==> config.mk <==
export PLATFORM = sky130hd
export DESIGN_NAME = mips5_pipeline_cpu
export DESIGN_NICKNAME = d
export VERILOG_FILES = /design/src/rtl/mips_pkg.sv /design/src/rtl/mips_reg_file.sv /design/src/rtl/mips5_pipeline_cpu.sv
export SDC_FILE = /design/constraint.sdc
export NUM_CORES = 2
export LEC_CHECK = 0
export ABC_CLOCK_PERIOD_IN_PS = 9240
export BUFFER_PORTS_ARGS = -buffer_cell sky130_fd_sc_hd__buf_4
export CORE_MARGIN = 2
export CORE_UTILIZATION = 23
export CTS_CLUSTER_SIZE = 10
export DETAILED_ROUTE_END_ITERATION = 12
export SKIP_LAST_GASP = 1
export SYNTH_ARGS = -nofsm -noshare
export SYNTH_HDL_FRONTEND = slang
export SYNTH_SLANG_ARGS = --single-unit
==> constraint.sdc <==
create_clock -name clk -period 9.24 [get_ports clk]
set_input_delay 1.386 -clock clk [delete_from_list [all_inputs] [get_ports clk]]
set_output_delay 1.386 -clock clk [all_outputs]
set_load 0.05 [all_outputs]
==> src/rtl/mips_pkg.sv <==
// Shared encodings, ALU operation set and pipeline-register layouts for the
// five-stage MIPS core.
package mips_pkg;

    localparam logic [5:0] OP_RTYPE = 6'h00;
    localparam logic [5:0] OP_J     = 6'h02;
    localparam logic [5:0] OP_BEQ   = 6'h04;
    localparam logic [5:0] OP_ADDI  = 6'h08;
    localparam logic [5:0] OP_SLTI  = 6'h0A;
    localparam logic [5:0] OP_LW    = 6'h23;
    localparam logic [5:0] OP_SW    = 6'h2B;

    localparam logic [5:0] FN_ADD = 6'h20;
    localparam logic [5:0] FN_SUB = 6'h22;
    localparam logic [5:0] FN_AND = 6'h24;
    localparam logic [5:0] FN_OR  = 6'h25;
    localparam logic [5:0] FN_SLT = 6'h2A;

    typedef enum logic [2:0] {ALU_ADD, ALU_SUB, ALU_AND, ALU_OR, ALU_SLT} alu_op_e;

    typedef struct packed {
        logic [31:0] pc4;
        logic [31:0] inst;
    } ifid_t;

    // An all-zero record is a bubble: no write, no strobe, no branch.
    typedef struct packed {
        logic [31:0] pc4;
        logic [31:0] rs_val;
        logic [31:0] rt_val;
        logic [31:0] imm;
        logic [4:0]  rs;
        logic [4:0]  rt;
        logic [4:0]  dst;
        alu_op_e     alu_op;
        logic        use_imm;
        logic        reg_write;
        logic        mem_read;
        logic        mem_write;
        logic        is_beq;
    } idex_t;

    typedef struct packed {
        logic [31:0] alu_res;
        logic [31:0] st_data;
        logic [4:0]  dst;
        logic        reg_write;
        logic        mem_read;
        logic        mem_write;
    } exmem_t;

    typedef struct packed {
        logic [31:0] result;
        logic [4:0]  dst;
        logic        reg_write;
    } memwb_t;

    function automatic logic [31:0] alu(input alu_op_e op, input logic [31:0] a,
                                        input logic [31:0] b);
        case (op)
            ALU_SUB: return a - b;
            ALU_AND: return a & b;
            ALU_OR:  return a | b;
            ALU_SLT: return {31'b0, $signed(a) < $signed(b)};
            default: return a + b;
        endcase
    endfunction

endpackage

==> src/rtl/mips_reg_file.sv <==
// 32-bit general register file: two async read ports, one write port, r0 reads
// zero, and a same-cycle write is bypassed to the readers.
module mips_reg_file #(
    parameter int DEPTH = 32
) (
    input  logic        clk,
    input  logic        rst_n,
    input  logic        i_we,
    input  logic [4:0]  i_waddr,
    input  logic [31:0] i_wdata,
    input  logic [4:0]  i_raddr_a,
    input  logic [4:0]  i_raddr_b,
    output logic [31:0] o_rdata_a,
    output logic [31:0] o_rdata_b
);
    logic [31:0] r_regs [DEPTH];

    always_ff @(posedge clk or negedge rst_n) begin
        if (!rst_n) begin
            for (int i = 0; i < DEPTH; i++) r_regs[i] <= '0;
        end else if (i_we && i_waddr != 5'd0) begin
            r_regs[i_waddr] <= i_wdata;
        end
    end

    assign o_rdata_a = (i_raddr_a == 5'd0) ? '0 :
                       (i_we && i_waddr == i_raddr_a) ? i_wdata : r_regs[i_raddr_a];
    assign o_rdata_b = (i_raddr_b == 5'd0) ? '0 :
                       (i_we && i_waddr == i_raddr_b) ? i_wdata : r_regs[i_raddr_b];

endmodule

==> src/rtl/mips5_pipeline_cpu.sv <==
// Five-stage MIPS integer core: jumps resolve in ID, beq in EX, operands are
// forwarded from EX/MEM then MEM/WB, and a load-use pair costs one bubble.
module mips5_pipeline_cpu
    import mips_pkg::*;
#(
    parameter logic [31:0] RESET_PC = 32'h0000_0000,
    parameter int          RF_DEPTH = 32
) (
    input  logic        clk,
    input  logic        rst,
    input  logic [31:0] inst,
    input  logic [31:0] data_in,
    output logic        mem_read,
    output logic        mem_write,
    output logic [31:0] inst_adr,
    output logic [31:0] data_adr,
    output logic [31:0] data_out
);
    logic [31:0] r_pc;
    ifid_t       r_ifid;
    idex_t       r_idex, w_dec;
    exmem_t      r_exmem, w_exmem_nxt;
    memwb_t      r_memwb, w_memwb_nxt;

    logic [5:0]  w_op, w_fn;
    logic [4:0]  w_rs, w_rt, w_rd;
    logic [31:0] w_imm, w_rs_val, w_rt_val;
    logic [31:0] w_fwd_a, w_fwd_b, w_alu_b, w_br_tgt, w_j_tgt;
    logic        w_beq_taken, w_load_use, w_jump;

    assign w_op  = r_ifid.inst[31:26];
    assign w_rs  = r_ifid.inst[25:21];
    assign w_rt  = r_ifid.inst[20:16];
    assign w_rd  = r_ifid.inst[15:11];
    assign w_fn  = r_ifid.inst[5:0];
    assign w_imm = {{16{r_ifid.inst[15]}}, r_ifid.inst[15:0]};

    mips_reg_file #(.DEPTH(RF_DEPTH)) u_rf (
        .clk       (clk),
        .rst_n     (rst),
        .i_we      (r_memwb.reg_write),
        .i_waddr   (r_memwb.dst),
        .i_wdata   (r_memwb.result),
        .i_raddr_a (w_rs),
        .i_raddr_b (w_rt),
        .o_rdata_a (w_rs_val),
        .o_rdata_b (w_rt_val)
    );

    // Unknown opcodes and functs leave all control bits clear, i.e. a NOP.
    always_comb begin
        w_dec        = '0;
        w_dec.pc4    = r_ifid.pc4;
        w_dec.rs     = w_rs;
        w_dec.rt     = w_rt;
        w_dec.rs_val = w_rs_val;
        w_dec.rt_val = w_rt_val;
        w_dec.imm    = w_imm;
        w_dec.alu_op = ALU_ADD;
        case (w_op)
            OP_RTYPE: begin
                w_dec.dst       = w_rd;
                w_dec.reg_write = 1'b1;
                case (w_fn)
                    FN_ADD:  w_dec.alu_op = ALU_ADD;
                    FN_SUB:  w_dec.alu_op = ALU_SUB;
                    FN_AND:  w_dec.alu_op = ALU_AND;
                    FN_OR:   w_dec.alu_op = ALU_OR;
                    FN_SLT:  w_dec.alu_op = ALU_SLT;
                    default: w_dec.reg_write = 1'b0;
                endcase
            end
            OP_ADDI, OP_SLTI: begin
                w_dec.dst       = w_rt;
                w_dec.reg_write = 1'b1;
                w_dec.use_imm   = 1'b1;
                w_dec.alu_op    = (w_op == OP_SLTI) ? ALU_SLT : ALU_ADD;
            end
            OP_LW: begin
                w_dec.dst       = w_rt;
                w_dec.reg_write = 1'b1;
                w_dec.use_imm   = 1'b1;
                w_dec.mem_read  = 1'b1;
            end
            OP_SW: begin
                w_dec.use_imm   = 1'b1;
                w_dec.mem_write = 1'b1;
            end
            OP_BEQ:  w_dec.is_beq = 1'b1;
            default: ;
        endcase
    end

    always_comb begin
        w_fwd_a = r_idex.rs_val;
        if (r_exmem.reg_write && r_exmem.dst != 5'd0 && r_exmem.dst == r_idex.rs)
            w_fwd_a = r_exmem.alu_res;
        else if (r_memwb.reg_write && r_memwb.dst != 5'd0 && r_memwb.dst == r_idex.rs)
            w_fwd_a = r_memwb.result;
        w_fwd_b = r_idex.rt_val;
        if (r_exmem.reg_write && r_exmem.dst != 5'd0 && r_exmem.dst == r_idex.rt)
            w_fwd_b = r_exmem.alu_res;
        else if (r_memwb.reg_write && r_memwb.dst != 5'd0 && r_memwb.dst == r_idex.rt)
            w_fwd_b = r_memwb.result;
    end

    assign w_alu_b     = r_idex.use_imm ? r_idex.imm : w_fwd_b;
    assign w_beq_taken = r_idex.is_beq && (w_fwd_a == w_fwd_b);
    assign w_br_tgt    = r_idex.pc4 + {r_idex.imm[29:0], 2'b00};
    assign w_j_tgt     = {r_ifid.pc4[31:28], r_ifid.inst[25:0], 2'b00};
    assign w_load_use  = r_idex.mem_read && r_idex.rt != 5'd0 &&
                         (r_idex.rt == w_rs || r_idex.rt == w_rt);
    assign w_jump      = (w_op == OP_J) && !w_load_use;

    always_comb begin
        w_exmem_nxt.alu_res   = alu(r_idex.alu_op, w_fwd_a, w_alu_b);
        w_exmem_nxt.st_data   = w_fwd_b;
        w_exmem_nxt.dst       = r_idex.dst;
        w_exmem_nxt.reg_write = r_idex.reg_write;
        w_exmem_nxt.mem_read  = r_idex.mem_read;
        w_exmem_nxt.mem_write = r_idex.mem_write;
        w_memwb_nxt.result    = r_exmem.mem_read ? data_in : r_exmem.alu_res;
        w_memwb_nxt.dst       = r_exmem.dst;
        w_memwb_nxt.reg_write = r_exmem.reg_write;
    end

    // Redirect priority: taken beq flush, then load-use hold, then jump.
    always_ff @(posedge clk or negedge rst) begin
        if (!rst) begin
            r_pc    <= RESET_PC;
            r_ifid  <= '0;
            r_idex  <= '0;
            r_exmem <= '0;
            r_memwb <= '0;
        end else begin
            r_exmem <= w_exmem_nxt;
            r_memwb <= w_memwb_nxt;
            if (w_beq_taken) begin
                r_pc   <= w_br_tgt;
                r_ifid <= '0;
                r_idex <= '0;
            end else if (w_load_use) begin
                r_idex <= '0;
            end else if (w_jump) begin
                r_pc   <= w_j_tgt;
                r_ifid <= '0;
                r_idex <= w_dec;
            end else begin
                r_pc   <= r_pc + 32'd4;
                r_ifid <= '{pc4: r_pc + 32'd4, inst: inst};
                r_idex <= w_dec;
            end
        end
    end

    assign inst_adr  = r_pc;
    assign mem_read  = r_exmem.mem_read;
    assign mem_write = r_exmem.mem_write;
    assign data_adr  = r_exmem.alu_res;
    assign data_out  = r_exmem.st_data;

endmodule

Word-level counts from Yosys, hierarchy flattened
Index checks and enable logic that the tools add are counted.
{"block": "totals", "ff_bits": 1381, "latch_bits": 0, "ram_bits": 0, "romBits": 0, "wordCells": 159, "mem_count": 0}
{"block": "classes", "n_addsub": 4, "mul": 0, "div_mod_pow": 0, "magnitude_cmp": 5, "eq_ne": 25, "n_shift": 0, "muxes": 38, "bitwise": 5, "n_reduce_logical": 25}
{"cell": "1024-bit bitwise mux", "n": 1}
{"cell": "32-bit 2-to-1 mux", "n": 18}
{"cell": "32-bit binary-select mux with 5-bit select", "n": 2}
{"cell": "151-bit 2-to-1 mux", "n": 2}
{"cell": "64-bit 2-to-1 mux", "n": 3}
{"cell": "32-bit demux with 5-bit select", "n": 1}
{"cell": "32-bit one-hot mux with 4 select lines", "n": 1}
{"cell": "32-bit adder", "n": 2}
{"cell": "6-bit equality test (second input constant)", "n": 7}
{"cell": "5-bit equality test", "n": 8}
{"cell": "32-bit by 3-bit adder with 32-bit output (second input constant)", "n": 1}
{"cell": "32-bit AND", "n": 1}
{"cell": "32-bit equality test", "n": 1}
{"cell": "32-bit less-than comparator", "n": 1}
{"cell": "32-bit bitwise OR", "n": 1}
{"cell": "32-bit subtractor", "n": 1}
{"cell": "6-bit >= comparator (second input constant)", "n": 3}
{"cell": "5-bit inverter with 6-bit output", "n": 3}
{"cell": "5-bit nonzero test", "n": 3}
{"cell": "1-bit logical AND", "n": 13}
{"cell": "6-bit by 4-bit equality test with 1-bit output (second input constant)", "n": 2}
{"cell": "3-bit one-hot mux with 4 select lines", "n": 1}
{"cell": "5-bit logical NOT", "n": 2}
{"cell": "5-bit one-hot mux with 2 select lines", "n": 1}
{"cell": "other kinds (18)", "n": 23}

Longest topological paths before layout
{"block": "logic_depth", "word_depth": 8, "ltp_mapped": 25}

By module
A second synthesis with hierarchy kept.
{"block": "hier_totals", "cells_unflattened": 6271, "hier_area_um2": 76796.2}
{"module": "mips_reg_file", "instances": 1, "cells_each": 3792, "area_per_inst_um2": 54798.8}
{"module": "mips5_pipeline_cpu", "instances": 1, "cells_each": 2479, "area_per_inst_um2": 21997.3}

Least setup slack after synthesis
OpenSTA, ideal clock, no wires.
{"block": "synth_timing", "path_type": "register to register", "from": "reg r_exmem[4] (netlist name)", "to": "reg r_exmem, in the netlist data_adr[23]", "setup_time_ns": 0.125, "arrival_ns": 5.705, "slack_ns": 3.409, "stages_incl_launch_ff": 23, "synth_period_minus_slack_ns": 5.831, "cell_sequence": "dfrtp_1 or4_4 o21ai_4 or3_1 buf_4 buf_2 clkbuf_1 clkbuf_1 buf_1 a21oi_1 mux2_2 ha_1 a21o_1 a221oi_1 o21ai_0 or4_1 a21oi_1 a31oi_1 o311ai_1 and2_1 xor2_1 maj3_1 a2111oi_0"}
{"item": "from (decl)", "line_no": "mips5_pipeline_cpu.sv:22", "text": "exmem_t r_exmem, w_exmem_nxt;"}
{"item": "from (signal assigned)", "line_no": "mips5_pipeline_cpu.sv:136", "text": "r_exmem <= w_exmem_nxt;"}

==> results.tsv <==
stage	metric	value	unit
status	outcome	complete, no violations	
sta	finalSetupTns	0	ns
detailed_routing	wirelength	244.8	mm
setup_path	path_class	reg2reg	
die	chipWidth	580.5	µm
synth	synthArstFlopShare	100.0	%
layout	num-nets-final	5757	
placed_design	place_congestion	0.9175	
sta	fmax	0.1465	GHz
synth	syn_inst	5772	
global_route	gr-total-overflow	0	
global_route	antenna_found_initial	5	
global_route	grt_pass1_vias	52440	
synth	synth.avg_cell_area	13.25	µm²
setup_path	crit_path_end_kind	register	
detailed_routing	vias	51080	
placed_design	placed_cell_area	81630	µm²
clocking	ctsResizeCount	0	
sta	final-setup-viol-count	0	
synth	synth.top_cell.area_share	44.68	%
sta	rsz0062_at_grt	no	
synth	synth_nets	5968	
sta	tightestPinTransition	1.430	ns
detailed_routing	drc_errors	0	
synth	ys_seq_area_share	44.68	%
layout	finalInstanceArea	86410	µm²
placed_design	dp_worst_setup_slack	2.536	ns
synth	yosys-top-cells-area	dfrtp_1, mux4_2, mux2_2	
clocking	cts_buffers	162	
sta	fin_ws	2.416	ns
global_route	grt_pass1_wl	361.7	mm
setup_path	crit_arrival	7.53	ns
layout	mostFrequentLayoutCells	dfrtp_1, mux2_2, mux4_2	
detailed_routing	firstDrtPassIters	10	
clocking	cts_tree	yes	
global_route	grt_usage	14.17	%
setup_path	startpoint_type	register	
die	top_level_ports	164	
die	rows	211	
sta	skew	0.06312	ns
power	powerDensity	170.4	nW/µm²
sta	finalHoldViolations	0	
power	vdd_drop_max	146.6	µV
flow_run	maxCapViolations	0	
placed_design	io_buffers	163	
layout	layout-drive-gt1-share	39.64	%
setup_path	path_max_fanout	49	
synth	synth_edf_count	0	
detailed_routing	viasPerCell	5.116	
worst_hold_path	hp-class	reg2reg	
layout	final_common_cell	dfrtp_1	
synth	yosysWarnings	0	
layout	syn_to_final_growth	13.02	%
detailed_routing	ant_nets	0	
sta	fin_crit_sh	73.85	%
power	power.leakage	38.11	nW
clocking	cts_setup_buffers	0	
clocking	cts_root_buffer	clkbuf_16	
clocking	clkTransAtPathRegs	0.06	ns
synth	synth_seq_cells	1365	
die	fp.dieH	580.5	µm
clocking	postCtsHoldBufs	0	
sta	slew_headroom	4.656	%
synth	synth_top_area_cell	dfrtp_1	
die	core	330500	µm²
die	initial_core_util	23.13	%
synth	synth_area	76450	µm²
sta	drv_slew	0	
synth	synth.distinct_cells	83	
clocking	h-tree-depth	4	
clocking	clock_tree.buffer_depth	3	
global_route	grt_start_max_net_pins	173	
placed_design	hpwl	149.1	mm
die	dieArea	337000	µm²
detailed_routing	wl_per_cell	24.52	µm
synth	synth_ff_type	dfrtp_1	
sta	fin_crit	6.824	ns
clocking	cts.sinks	1365	
setup_path	required	9.95	ns
clocking	insertion_delay	0.83	ns
detailed_routing	drtIter0Drc	4944	
==> registers in the layout, summed over array words and instances, names as in the netlist <==
| name | count |
|---|---|
| u_rf.r_regs | 1024 |
| r_idex | 135 |
| r_ifid | 64 |
| r_memwb | 38 |
| data_adr | 32 |
| data_out | 32 |
| inst_adr | 32 |
| r_exmem | 6 |
| mem_read | 1 |
| mem_write | 1 |
==> cells by family (layout without fill, tap and decap cells) <==
logic type / after synthesis / count (layout) / synth area share (%)
muxes: 1797 / 1797 / 35.75
DFF: 1365 / 1365 / 44.68
and+or+nand+nor: 823 / 823 / 5.055
buffers and inverters: 770 / 614 / 4.275
AOI/OAI and AO/OA: 761 / 761 / 6.638
adders and majority gates: 131 / 131 / 2.170
xor gates and xnor gates: 125 / 125 / 1.432
other: 0 / 2 / 0
==> worst paths after layout <==
check                           startpoint          endpoint  slack (ns)  cells past startpoint
max in group asynchronous              rst  u_rf.r_regs[937]        6.37                      3
worst min register to register   r_idex[1]         mem_write        0.37                      0
worst max register to register  r_exmem[4]      data_adr[23]        2.42                     16
min in group asynchronous              rst  u_rf.r_regs[698]        0.57                      1
worst max-delay path            r_exmem[4]      data_adr[23]        2.42                     16
worst min-delay path             r_idex[1]         mem_write        0.37                      0
==> layout make-up <==
type,instances,area [µm²]
fill,33760,244100
multi-input combinational,3637,39300
sequential,1365,34200
tap,4366,5463
clock buffer,197,4329
timing repair buffer,275,2222
inverter,120,450.4
clock inverter,22,439.2
antenna,2,5.005
==> worst max-delay path, cell delays in order, from the launching register on <==
cell	delay, ns
dfrtp_1	0.42
or4_4	0.56
o21ai_4	0.42
or3_2	0.50
buf_4	0.54
a31oi_1	0.35
ha_1	0.46
a21oi_1	0.36
o21ai_0	0.26
or4_1	0.45
a21oi_1	0.34
a31oi_1	0.26
o311ai_1	0.70
and2_1	0.33
xor2_1	0.10
maj3_1	0.34
a2111oi_0	0.26
==> routing by layer <==
layer  track usage (%)  vias to the layer above  wire, µm
li1                  -                    21230         -
met1             18.95                    27210    103300
met2             22.26                     2165    112600
met3             3.278                      473     19380
met4             5.264                        0      9554
met5                 0                        -         0
==> power breakdown <==
group	internal, mW	total [mW]	switching [mW]
combinational	0.802	2.16	1.36
clock	3.45	6.03	2.58
sequential	6.22	6.54	0.319
total	10.5	14.7	4.26
==> per-stage QoR <==
step           utilization (%)  std cells  hold slack [ns]  power, mW
2_1_floorplan                -       5772           0.3312      8.006
3_3_place_gp             24.70       9763           0.3447      8.757
3_5_place_dp             24.70       9763           0.3597      8.794
4_1_cts                  26.14       9982           0.3718      14.86
5_1_grt                  26.14       9982           0.3770      15.30
6_report                 26.14       9984           0.3718      14.72
==> cells in the mapped netlist (21+ instances only) <==
library cell,number
nand2b_1,24
xnor2_1,79
o221ai_1,27
o22ai_1,25
buf_1,117
nor2_1,296
and3_1,63
o21bai_1,25
mux2_2,1043
nand2_1,174
a21oi_1,214
nor4_1,23
a221oi_1,29
buf_4,79
a31oi_1,35
clkbuf_1,427
dfrtp_1,1365
mux2i_1,110
a211oi_1,104
o21ai_0,104
nand4_1,21
inv_1,120
ha_1,127
a21o_1,32
nand3_1,108
nor3_1,45
xor2_1,46
a221o_1,22
o21a_1,26
mux4_2,640
a22oi_1,27
(Power assumes the default switching activity.)
